### src/rtl/prog_clk_div_if.sv
// Control and status bundle for the programmable clock divider.
// The master side drives the controls and the slave side (the divider) drives the status.
interface prog_clk_div_if #(
  parameter int W = 8
) ();
  logic         clr;
  logic         en;
  logic         ld_div;
  logic [W-1:0] div_in;
  logic [W-1:0] cnt;
  logic [W-1:0] div_act;
  logic         tc;
  logic         sq;
  logic         pend_v;
  logic         err;

  modport master (
    output clr, en, ld_div, div_in,
    input  cnt, div_act, tc, sq, pend_v, err
  );

  modport slave (
    input  clr, en, ld_div, div_in,
    output cnt, div_act, tc, sq, pend_v, err
  );
endinterface

### src/rtl/prog_clk_div.sv
// Programmable modulo-N counter with a square-wave output.
// A new divisor is shadowed and only takes effect when the count returns to zero.
module prog_clk_div #(
  parameter int W       = 8,
  parameter int DEF_DIV = 6
) (
  input  logic              clk,
  input  logic              rst_b,
  prog_clk_div_if.slave     bus
);

  localparam logic [W-1:0] DEF_V   = W'(DEF_DIV);
  localparam logic [W-1:0] MIN_DIV = W'(2);
  localparam logic [W-1:0] ONE     = W'(1);
  localparam logic [W-1:0] ZERO    = W'(0);

  // Divisors below two cannot produce a period, so they are raised to two.
  function automatic logic [W-1:0] clamp_div(input logic [W-1:0] v);
    if (v < MIN_DIV) begin
      return MIN_DIV;
    end else begin
      return v;
    end
  endfunction

  logic [W-1:0] cnt_q, cnt_d;
  logic [W-1:0] div_act_q, div_act_d;
  logic [W-1:0] shadow_q, shadow_d;
  logic         pend_q, pend_d;
  logic         err_q, err_d;

  logic         wrap_s;
  logic         apply_s;
  logic [W-1:0] div_clamp_s;
  logic [W:0]   half_s;

  assign wrap_s      = bus.en & ~bus.clr & (cnt_q == (div_act_q - ONE));
  assign apply_s     = wrap_s | bus.clr;
  assign div_clamp_s = clamp_div(bus.div_in);
  assign half_s      = ({1'b0, div_act_q} + {{W{1'b0}}, 1'b1}) >> 1;

  // Next-state for the counter, divisor, shadow and status flags.
  always_comb begin
    cnt_d     = cnt_q;
    div_act_d = div_act_q;
    shadow_d  = shadow_q;
    pend_d    = pend_q;
    err_d     = 1'b0;

    if (bus.clr) begin
      cnt_d = ZERO;
    end else if (bus.en) begin
      if (wrap_s) begin
        cnt_d = ZERO;
      end else begin
        cnt_d = cnt_q + ONE;
      end
    end else begin
      cnt_d = cnt_q;
    end

    if (bus.ld_div) begin
      shadow_d = div_clamp_s;
      err_d    = (bus.div_in < MIN_DIV) ? 1'b1 : 1'b0;
    end else begin
      shadow_d = shadow_q;
    end

    // A load arriving on the apply edge wins over any older pending value.
    if (apply_s) begin
      pend_d = 1'b0;
      if (bus.ld_div) begin
        div_act_d = div_clamp_s;
      end else if (pend_q) begin
        div_act_d = shadow_q;
      end else begin
        div_act_d = div_act_q;
      end
    end else begin
      div_act_d = div_act_q;
      if (bus.ld_div) begin
        pend_d = 1'b1;
      end else begin
        pend_d = pend_q;
      end
    end
  end

  // State registers with asynchronous active-low reset.
  always_ff @(posedge clk or negedge rst_b) begin
    if (!rst_b) begin
      cnt_q     <= ZERO;
      div_act_q <= DEF_V;
      shadow_q  <= DEF_V;
      pend_q    <= 1'b0;
      err_q     <= 1'b0;
    end else begin
      cnt_q     <= cnt_d;
      div_act_q <= div_act_d;
      shadow_q  <= shadow_d;
      pend_q    <= pend_d;
      err_q     <= err_d;
    end
  end

  assign bus.cnt     = cnt_q;
  assign bus.div_act = div_act_q;
  assign bus.pend_v  = pend_q;
  assign bus.err     = err_q;
  assign bus.tc      = (cnt_q == ZERO);
  assign bus.sq      = ({1'b0, cnt_q} < half_s);

endmodule

### src/flat_wrapper.sv
// flat-port wrapper written by rule: the top's interface ports become plain ports
module prog_clk_div_flat 
#(
  parameter int W       = 8,
  parameter int DEF_DIV = 6
)
  (clk, rst_b, bus_clr, bus_en, bus_ld_div, bus_div_in, bus_cnt, bus_div_act, bus_tc, bus_sq, bus_pend_v, bus_err);
  prog_clk_div_if #(.W(W)) bus_i ();
  input  logic clk;
  input  logic rst_b;
  input wire logic [$bits(bus_i.clr)-1:0] bus_clr;
  input wire logic [$bits(bus_i.en)-1:0] bus_en;
  input wire logic [$bits(bus_i.ld_div)-1:0] bus_ld_div;
  input wire logic [$bits(bus_i.div_in)-1:0] bus_div_in;
  output wire logic [$bits(bus_i.cnt)-1:0] bus_cnt;
  output wire logic [$bits(bus_i.div_act)-1:0] bus_div_act;
  output wire logic [$bits(bus_i.tc)-1:0] bus_tc;
  output wire logic [$bits(bus_i.sq)-1:0] bus_sq;
  output wire logic [$bits(bus_i.pend_v)-1:0] bus_pend_v;
  output wire logic [$bits(bus_i.err)-1:0] bus_err;
  assign bus_i.clr = bus_clr;
  assign bus_i.en = bus_en;
  assign bus_i.ld_div = bus_ld_div;
  assign bus_i.div_in = bus_div_in;
  assign bus_cnt = bus_i.cnt;
  assign bus_div_act = bus_i.div_act;
  assign bus_tc = bus_i.tc;
  assign bus_sq = bus_i.sq;
  assign bus_pend_v = bus_i.pend_v;
  assign bus_err = bus_i.err;
  prog_clk_div #(.W(W), .DEF_DIV(DEF_DIV)) u_core (.clk(clk), .rst_b(rst_b), .bus(bus_i));
endmodule
### config.mk
export PLATFORM = sky130hd
export DESIGN_NAME = prog_clk_div_flat
export DESIGN_NICKNAME = d
export VERILOG_FILES = /design/src/rtl/prog_clk_div_if.sv /design/src/rtl/prog_clk_div.sv /design/src/flat_wrapper.sv
export SDC_FILE = /design/constraint.sdc
export NUM_CORES = 1
export LEC_CHECK = 0
export ABC_AREA = 1
export CORE_MARGIN = 2
export CORE_UTILIZATION = 36
export CTS_BUF_LIST = sky130_fd_sc_hd__clkbuf_16
export DETAILED_ROUTE_END_ITERATION = 10
export GPL_TIMING_DRIVEN = 0
export PLACE_DENSITY_LB_ADDON = 0.25
export SLEW_MARGIN = 20
export SYNTH_ARGS = -nofsm -noshare
export SYNTH_HDL_FRONTEND = slang
export SYNTH_SLANG_ARGS = --single-unit
### constraint.sdc
create_clock -name clk -period 3.8 [get_ports clk]
set_clock_uncertainty 0.15 [all_clocks]
set_input_delay 0.57 -clock clk [delete_from_list [all_inputs] [get_ports clk]]
set_output_delay 0.57 -clock clk [all_outputs]
set_load 0.02 [all_outputs]
* Yosys cells after proc, flatten, opt, wreduce, memory -nomap -nowiden
Index checks and enable logic that the tools add are counted.
** Storage, ports and cells
- Bits in registers :: 26
- Input port bits :: 13
- Logic and storage cells :: 30
** Operators by class
- $add $sub $neg :: 3
- Magnitude comparators :: 2
- Equal/unequal tests :: 1
- Muxes and demuxes :: 10
- Bitwise operators :: 4
- Reduce and logical (&&, ||, !) cells :: 5
** Operator list (count)
- $mux 8 :: 6
- $add 8x1->9 const B :: 1
- $add 8x1->8 const B :: 1
- $eq 8x8->1 :: 1
- $logic_not 8->1 :: 1
- $lt 8x2->1 const B :: 1
- $lt 8x8->1 :: 1
- $sub 8x1->8 const B :: 1
- $reduce_bool 2->1 :: 3
- $mux 1 :: 4
- $and 1x1->1 :: 2
- $reduce_and 2->1 :: 1
- $not 1->1 :: 1
- $or 1x1->1 :: 1

* Longest topological paths before layout
Gate-level depths: netlist of run 1.
- Depth in word-level cells :: 6
- Mapped depth :: 13
- Mapped depth without buffers :: 13

* Least setup slack after synthesis of run 1
OpenSTA, ideal clock, no wires.
- Path kind :: flip-flop to output port
- Start point :: reg u_core.div_act_q[2] (netlist: u_core.bus.div_act[2])
- End point :: out bus_sq
- Data arrival time :: 2.230 ns
- Data required time :: 3.080 ns
- Slack :: 0.850 ns
- Stages on the path, launching flop included :: 12
- Path through :: dfstp_2 buf_6 inv_2 nor3_1 nand3_1 nor2_1 nand2_1 xor2_1 ha_1 nand2_1 o21ai_0 a21oi_1
** On the way
- Cells in the longest elaborated chain, start to end :: 2
** Ends and longest elaborated chain
- start: declaration :: line prog_clk_div.sv:27 : logic [W-1:0] div_act_q, div_act_d;
- start signal: assignment :: line prog_clk_div.sv:99 : div_act_q <= div_act_d;
- $add 8x1->9 :: line prog_clk_div.sv:40 : assign half_s = ({1'b0, div_act_q} + {{W{1'b0}}, 1'b1}) >> 1;
- $lt 8x8->1 :: line prog_clk_div.sv:111 : assign bus.sq = ({1'b0, cnt_q} < half_s);
- end: declaration :: line flat_wrapper.sv:18 : output wire logic [$bits(bus_i.sq)-1:0] bus_sq;
Every way passes these cells.

* Final worst setup path of run 1
Same ends and word-level chain as after synthesis.

==> out/results.txt, run 1 <==
layout cells sized above 1: 0.104
n_diodes: 0
CTS tree: built
crit path time final: 3.22 ns
PortBufs: 32
register cell area after layout: 656 um^2
Fillers: 503
largest fanout on the critical path: 8
post-synthesis register bit count: 26
Yosys top cell area share: 0.306
RSZ-0062 raised after global routing: no
Mapped Cells: 244
most common cell after layout, fill and taps aside: nand2_1
crit start category: flip-flop
Initial Utilization: 0.378
drt total wl: 4020 um
number of synthesized flops with an enable pin: 0
status: completed
area of the multi-input gates: 1010 um^2
initial antenna violation count: 0
Async S/R FF share, synth: 1.00
H-tree Lvls: 1
Longest Clk Path Bufs: 2
fin nets: 305
top cells by area, synth: dfrtp_1 (31%), nand2_1 (18%), ha_1 (7.7%), nand3_1 (6.4%), dfstp_2 (5.8%)
DR WL/cell: 11.6 um
Inserted Clock Buffers: 3
clk sinks: 26
antenna-violating nets left: 0
kind of critical path: reg -> out
MaxCap Viol Count: 0
syn_nets: 268
row count: 25
Setup TNS Final: 0 ns
Place WS: 0.335 ns
sequential share of the synthesized area: 0.365
Setup violations, final: 0
cell taking the most area after synthesis: dfrtp_1
Core ar.: 4750 um^2
DR vias/cell: 4.68
critical path arrival: 2.50 ns
gr usage total: 0.165
final hold violation count: 0
met2 wire len: 2030 um
worst min path class: in -> async
Skew-Pair Late Insertion Delay: 0.26 ns
DRC Markers: 0
Synth cell types: 30
Slew Viols, Final: 0
DR vias: 1625
wire length on met1: 1870 um
P per Cell Area: 381 nW/um^2
Root Driver: clkbuf_16
Post-DP HPWL: 3280 um
worst slew pin tran: 0.560 ns
worst path required time: 3.08 ns
DR pass1 iterations: 4
mean post-synth cell area: 7.36 um^2
Initial DRC Count: 67
total congestion overflow: 0
met3 wire length: 81 um
vias in the first global route: 1620
crit path capture type: output port
Final WS setup: 0.577 ns
Area growth syn-to-layout: 27.0%
Max Used Layer: met4
most frequent cells in the layout: nand2_1 (84), clkdlybuf4s50_1 (30), nor2_1 (23), nand3_1 (23), dfrtp_1 (22)
slew margin rel.: 0.627
Yosys warnings: 0
Ports: 33
Placer Congestion: 0.812
first-pass GRT wire length: 7300 um
Die H: 74.6 um
Post-Syn Area: 1800 um^2
Die ar.: 5570 um^2
Reg clk slew, reported paths: 0.06 ns
largest net degree at the start of global routing: 27
Primary FF master, synth: dfrtp_1
leak pwr: 1.09 nW
worst vdd ir: 0.000237 V
fraction of the cycle the final worst path needs: 0.848
FMAX: 310 MHz
Die W: 74.6 um
## routing by layer
layer  GRT usage  vias up
met5           0        -
met3      0.0161        4
met1       0.230      749
met2       0.279       22
li1            -      850
met4      0.0377        0
## state kept, by name, summed over array words and instances, names as in the netlist
register	count
u_core.bus.cnt	8
u_core.bus.div_act	8
u_core.bus.err	1
u_core.bus.pend_v	1
u_core.shadow_q	8
## where the power goes
part           switching (mW)  internal [mW]
combinational           0.183          0.130
clock                  0.0891          0.141
sequential             0.0220          0.305
## final timing paths
path	startpoint	endpoint	depth (start not counted)	slack (ns)
worst max-delay path	u_core.bus.div_act[2]$_DFFE_PN1P_	bus_sq	12	0.58
worst min-delay path	rst_b	u_core.shadow_q[6]$_DFFE_PN0P_	1	0.15
worst max register to register	u_core.bus.div_act[1]$_DFFE_PN1P_	u_core.bus.div_act[1]$_DFFE_PN1P_	13	1.45
worst min register to register	u_core.shadow_q[7]$_DFFE_PN0P_	u_core.shadow_q[7]$_DFFE_PN0P_	2	0.32
max in group asynchronous	rst_b	u_core.shadow_q[1]$_DFFE_PN1P_	1	2.97
min in group clk	u_core.shadow_q[7]$_DFFE_PN0P_	u_core.shadow_q[7]$_DFFE_PN0P_	2	0.32
## area by class of cell
type,count,share of cell area
inverter,21,0.0345
tap,67,0.0367
buffer,8,0.0263
multi-input combinational,189,0.441
timing repair buffer,32,0.139
clock inverter,1,0.00164
sequential,26,0.287
clock buffer,3,0.0329
## timing repair
action	in CTS	in global routing
hold buffers	0	0
endpoints found under the setup margin	0	1
setup buffers	0	0
resized for setup	0	2
## cell families after synthesis
logic type | count (synthesis) | synth area share
XOR/XNOR | 14 | 0.0682
AO/OA/AOI/OAI | 16 | 0.0474
adder cells (fa/ha/maj) | 11 | 0.0766
flip-flops | 26 | 0.365
buffers and inverters | 29 | 0.0773
AND/OR/NAND/NOR | 148 | 0.366
## worst max-delay path, stage by stage, from the launching register on
cell            delay [ns]
dfstp_2               0.54
buf_6                 0.15
inv_2                 0.06
nor3_2                0.22
nand3_1               0.15
nor2_1                0.11
nand2_1               0.06
xor2_1                0.15
ha_1                  0.28
nand2_1               0.09
o21ai_0               0.08
a21oi_1               0.11
dlymetal6s2s_1        0.23
## through the flow
stage	hold WS (ns)	area [um^2]	util	power (mW)	instances
global route	0.205	2280	0.480	0.934	347
detailed placement	0.312	2200	0.462	0.648	343
floorplan	0.124	1800	-	0.541	244
finish	0.148	2280	0.480	0.870	347
CTS	0.171	2270	0.478	0.877	347
global placement	0.310	2200	0.463	0.642	343
## cells in the mapped netlist, drive strengths merged, types with 4 or more instances
| cell | count |
|---|---|
| buf | 6 |
| xnor2 | 4 |
| inv | 21 |
| o21ai | 6 |
| nand4 | 4 |
| a21oi | 8 |
| xor2 | 10 |
| dfrtp | 22 |
| nand3 | 24 |
| dfstp | 4 |
| nand2 | 87 |
| ha | 11 |
| nor2 | 27 |
Power figures use the tool's default switching activity.
==> inputs of run 2 (changes only) <==
==> constraint.sdc (replaced) <==
create_clock -name clk -period 2.6 [get_ports clk]
set_clock_uncertainty 0.15 [all_clocks]
set_input_delay 0.39 -clock clk [delete_from_list [all_inputs] [get_ports clk]]
set_output_delay 0.39 -clock clk [all_outputs]
set_load 0.02 [all_outputs]
==> out/results.txt, run 2 (same netlist as run 1, synthesis figures left out) <==
total congestion overflow: 0
first-pass GRT wire length: 6840 um
H-tree Lvls: 1
DRC Markers: 0
most common cell after layout, fill and taps aside: nand2_1
fraction of the cycle the final worst path needs: 1.05
slew margin rel.: 0.625
Setup violations, final: 1
Ports: 33
Area growth syn-to-layout: 34.2%
largest net degree at the start of global routing: 27
clk sinks: 26
final hold violation count: 0
worst vdd ir: 0.000512 V
DR vias/cell: 4.62
Initial Utilization: 0.378
P per Cell Area: 548 nW/um^2
largest fanout on the critical path: 4
fin nets: 314
vias in the first global route: 1595
design area: 2410 um^2
antenna-violating nets left: 0
n_diodes: 0
Slew Viols, Final: 0
crit start category: flip-flop
worst path required time: 2.06 ns
initial antenna violation count: 0
critical path arrival: 2.20 ns
crit path time final: 2.74 ns
DR pass1 iterations: 4
Core ar.: 4750 um^2
Cells after DPL: 343
drt total wl: 3970 um
row count: 25
Die ar.: 5570 um^2
Placer Congestion: 0.801
Final WS setup: -0.143 ns
Min Hold Slack: 0.326 ns
Die W: 74.6 um
worst slew pin tran: 0.562 ns
RSZ-0062 raised after global routing: yes
failing checks: negative setup slack
FMAX: 365 MHz
CTS tree: built
Skew-Pair Late Insertion Delay: 0.26 ns
placed cell areas: 2200 um^2
Longest Clk Path Bufs: 2
Inserted Clock Buffers: 3
DR WL/cell: 11.2 um
Die H: 74.6 um
post-route insts no fill: 356
Post-DP HPWL: 3070 um
kind of critical path: reg -> out
total power: 1.32 mW
layout cells sized above 1: 0.159
worst min path class: reg -> reg
crit path capture type: output port
Place WS: -0.551 ns
Final Util: 0.507
status: finished, violations left
most frequent cells in the layout: nand2_1 (83), clkdlybuf4s50_1 (29), nor2_1 (22)
MaxCap Viol Count: 0
gr usage total: 0.157
Reg clk slew, reported paths: 0.06 ns
DR vias: 1645
Initial DRC Count: 66
Setup TNS Final: -0.143 ns
PortBufs: 32
Root Driver: clkbuf_16
leak pwr: 1.15 nW
## run 2: layout make-up
class                           instances  area [um^2]
Tap cell                               67         83.8
Buffer                                  8         63.8
Inverter                               21         81.3
Sequential cell                        26          657
Clock buffer                            3         75.1
Clock inverter                          1         3.75
Fill cell                             476         2340
Multi-Input combinational cell        189         1060
Timing Repair Buffer                   41          389
## run 2: worst max-delay path, stage by stage (launching register included)
cell and delay (ns):
dfstp_2 0.59, inv_2 0.07, nor3_4 0.20, nand3_2 0.10, nor2_1 0.09, nand2_1 0.06, xor2_1 0.15, ha_1 0.30
nand2_2 0.07, nor2_1 0.05, a21oi_2 0.14, buf_6 0.13
## run 2: what timing repair did
| action | 4_1_cts | 5_1_grt |
|---|---|---|
| pin swaps | 9 | 1 |
| buffers inserted | 8 | 0 |
| setup endpoints to repair | 1 | 2 |
| hold buffers | 1 | 0 |
| endpoints found under the hold margin | 13 | 0 |
| gates resized for setup | 17 | 4 |
| cloned | 0 | 0 |
## run 2: where the power goes
group / switching (mW) / internal, mW
logic: 0.288 / 0.215
clock network: 0.134 / 0.206
registers: 0.0333 / 0.447
total: 0.455 / 0.867
## run 2: path summary, 6_finish.rpt
kind | from | endpoint | slack, ns | cells past startpoint
worst max-delay path | u_core.bus.div_act[1]$_DFFE_PN1P_ | bus_sq | -0.14 | 11
worst min-delay path | u_core.shadow_q[3]$_DFFE_PN0P_ | u_core.shadow_q[3]$_DFFE_PN0P_ | 0.33 | 2
worst max register to register | u_core.bus.div_act[1]$_DFFE_PN1P_ | u_core.bus.div_act[1]$_DFFE_PN1P_ | 0.33 | 13
worst min register to register | u_core.shadow_q[3]$_DFFE_PN0P_ | u_core.shadow_q[3]$_DFFE_PN0P_ | 0.33 | 2
max in group asynchronous | rst_b | u_core.bus.div_act[0]$_DFFE_PN0P_ | 1.39 | 2
min in group asynchronous | rst_b | u_core.shadow_q[6]$_DFFE_PN0P_ | 0.49 | 2
## run 2: layer usage
layer | vias up | track usage | part of all wire
met1 | 736 | 0.210 | 0.46
met2 | 30 | 0.274 | 0.50
li1 | 873 | - | -
met3 | 6 | 0.0120 | 0.024
met5 | - | 0 | 0
met4 | 0 | 0.0476 | 0.012
==> inputs of run 3 (changes only) <==
--- a/config.mk
+++ b/config.mk
@@ -6,6 +6,7 @@
 export NUM_CORES = 1
 export LEC_CHECK = 0
 export ABC_AREA = 1
+export CORE_ASPECT_RATIO = 0.6
 export CORE_MARGIN = 2
 export CORE_UTILIZATION = 36
 export CTS_BUF_LIST = sky130_fd_sc_hd__clkbuf_16
==> out/results.txt, run 3 (same netlist as run 1, synthesis figures left out) <==
status: finished, violations left
failing checks: negative setup slack
antenna-violating nets left: 0
largest net degree at the start of global routing: 27
Root Driver: clkbuf_16
capturing point of the worst reg2reg path: u_core.bus.div_act[4]$_DFFE_PN0P_
MaxCap Viol Count: 0
FMAX: 358 MHz
DR pass1 iterations: 4
row count: 19
Inserted Clock Buffers: 3
design area: 2390 um^2
delay-heaviest family, CP: flip-flops
Skew-Pair Late Insertion Delay: 0.26 ns
Die ar.: 5590 um^2
Cell Chain, Critical Path: inv_2 > nor3_4 > nand3_2 > nor2_1 > nand2_1 > xor2_1 > ha_1 > nand2_2 > o21ai_2 > a21oi_2 > buf_4
critical path arrival: 2.25 ns
Ports: 33
layout cells sized above 1: 0.167
total congestion overflow: 0
most frequent cells in the layout: nand2_1 (83), clkdlybuf4s50_1 (29), nor2_1 (21), nand3_1 (21), dfrtp_1 (21)
worst slew pin tran: 0.576 ns
total power: 1.32 mW
Core ar.: 4680 um^2
P per Cell Area: 553 nW/um^2
gr usage total: 0.179
DR vias: 1670
worst hold start: u_core.shadow_q[6]$_DFFE_PN0P_
crit path capture type: output port
area of the multi-input gates: 1060 um^2
n_diodes: 0
Initial DRC Count: 115
reg2reg setup slack: 0.29 ns
Final WS setup: -0.190 ns
post-route insts no fill: 350
worst path required time: 2.06 ns
crit start category: flip-flop
CTS tree: built
CP max stage delay: 0.60 ns
initial antenna violation count: 0
worst vdd ir: 0.000338 V
CP Depth: 11
largest fanout on the critical path: 4
most common cell after layout, fill and taps aside: nand2_1
kind of critical path: reg -> out
worst min path class: reg -> reg
slew margin rel.: 0.616
clk sinks: 26
final hold violation count: 0
Area growth syn-to-layout: 33.2%
leak pwr: 1.14 nW
Slew Viols, Final: 0
DRC Markers: 0
Initial Utilization: 0.384
Min-Delay Endpoint: u_core.shadow_q[6]$_DFFE_PN0P_
Die H: 58.7 um
Post-DP HPWL: 3410 um
r2r startpoint: u_core.bus.div_act[1]$_DFFE_PN1P_
crit path time final: 2.79 ns
Reg clk slew, reported paths: 0.06 ns
Longest Clk Path Bufs: 2
PortBufs: 32
RSZ-0062 raised after global routing: yes
Final Util: 0.511
Fillers: 480
fraction of the cycle the final worst path needs: 1.07
DR vias/cell: 4.77
register cell area after layout: 657 um^2
worst path bufs/invs: 2
Cells after DPL: 339
Die W: 95.2 um
vias in the first global route: 1562
Setup violations, final: 1
drt total wl: 4440 um
H-tree Lvls: 1
Slowest-stage cell, CP: dfstp_2
cells on worst reg2reg path: 13
Hold Path Stages: 2
fin nets: 312
DR WL/cell: 12.7 um
Placer Congestion: 0.795
first-pass GRT wire length: 7710 um
placed cell areas: 2200 um^2
## run 3: cell count changes in the layout (fill, tap and decap cells not counted)
cell / previous run / this run
buf_6: 3 / 2
o21ai_1: 1 / 0
nand3_4: 1 / 0
nand3_2: 2 / 3
a21oi_2: 1 / 3
o21ai_2: 0 / 1
a21oi_1: 7 / 5
nor2_2: 1 / 2
inv_1: 17 / 16
buf_4: 9 / 8
clkinv_1: 0 / 1
nor2_1: 22 / 21
## run 3: stage by stage
step                      hold WS [ns]  TNS (ns)  worst slack, ns
after floorplan                -0.0556         0          0.00879
after global placement           0.307    -0.586           -0.586
after detailed placement         0.273    -0.617           -0.617
after CTS                        0.328    -0.195           -0.195
after global routing             0.363    -0.308           -0.308
final                            0.319    -0.190           -0.190
## run 3: worst max path at each step
stage	from	end	slack [ns]
5_1_grt	u_core.bus.div_act[1]$_DFFE_PN1P_	bus_sq	-0.31
3_5_place_dp	u_core.bus.div_act[2]$_DFFE_PN1P_	bus_sq	-0.62
3_3_place_gp	u_core.bus.div_act[2]$_DFFE_PN1P_	bus_sq	-0.59
4_1_cts	u_core.bus.div_act[1]$_DFFE_PN1P_	bus_sq	-0.20
6_report	u_core.bus.div_act[1]$_DFFE_PN1P_	bus_sq	-0.19
2_1_floorplan	u_core.bus.div_act[2]$_DFFE_PN1P_	bus_sq	0.009
## run 3: repair_timing
| item | CTS | global route |
|---|---|---|
| setup buffers | 6 | 0 |
| resized for setup | 19 | 4 |
| endpoints found under the hold margin | 4 | 0 |
| gates cloned | 0 | 0 |
| hold buffers | 1 | 0 |
| pin swaps | 5 | 3 |
| setup endpoints to repair | 1 | 2 |
## run 3: routing by layer
metal | GRT usage | share of wire | vias to the layer above
li1 | - | - | 862
met1 | 0.297 | 0.56 | 754
met2 | 0.235 | 0.37 | 52
met3 | 0.0371 | 0.060 | 2
met4 | 0.0311 | 0.0054 | 0
met5 | 0 | 0 | -
## run 3: final cells by class
class	count	area share
tap	63	0.0329
multi-input combinational	189	0.444
clock inverter	1	0.00157
timing repair buffer	39	0.155
buffer	8	0.0267
inverter	21	0.0340
sequential	26	0.274
clock buffer	3	0.0314
## run 3: worst register-to-register path, delay by kind of cell, from the launching register on
family / cells / cell delay (ns)
buf+inv: 2 / 0.11
flops: 1 / 0.60
simple gates: 10 / 1.04
fa+ha+maj: 1 / 0.30
## run 3: power by group
group | switching, mW | total, mW | leakage [nW] | internal, mW
combinational | 0.296 | 0.506 | 0.772 | 0.210
clock | 0.131 | 0.336 | 0.0385 | 0.206
sequential | 0.0333 | 0.480 | 0.326 | 0.447
total | 0.460 | 1.32 | 1.14 | 0.862
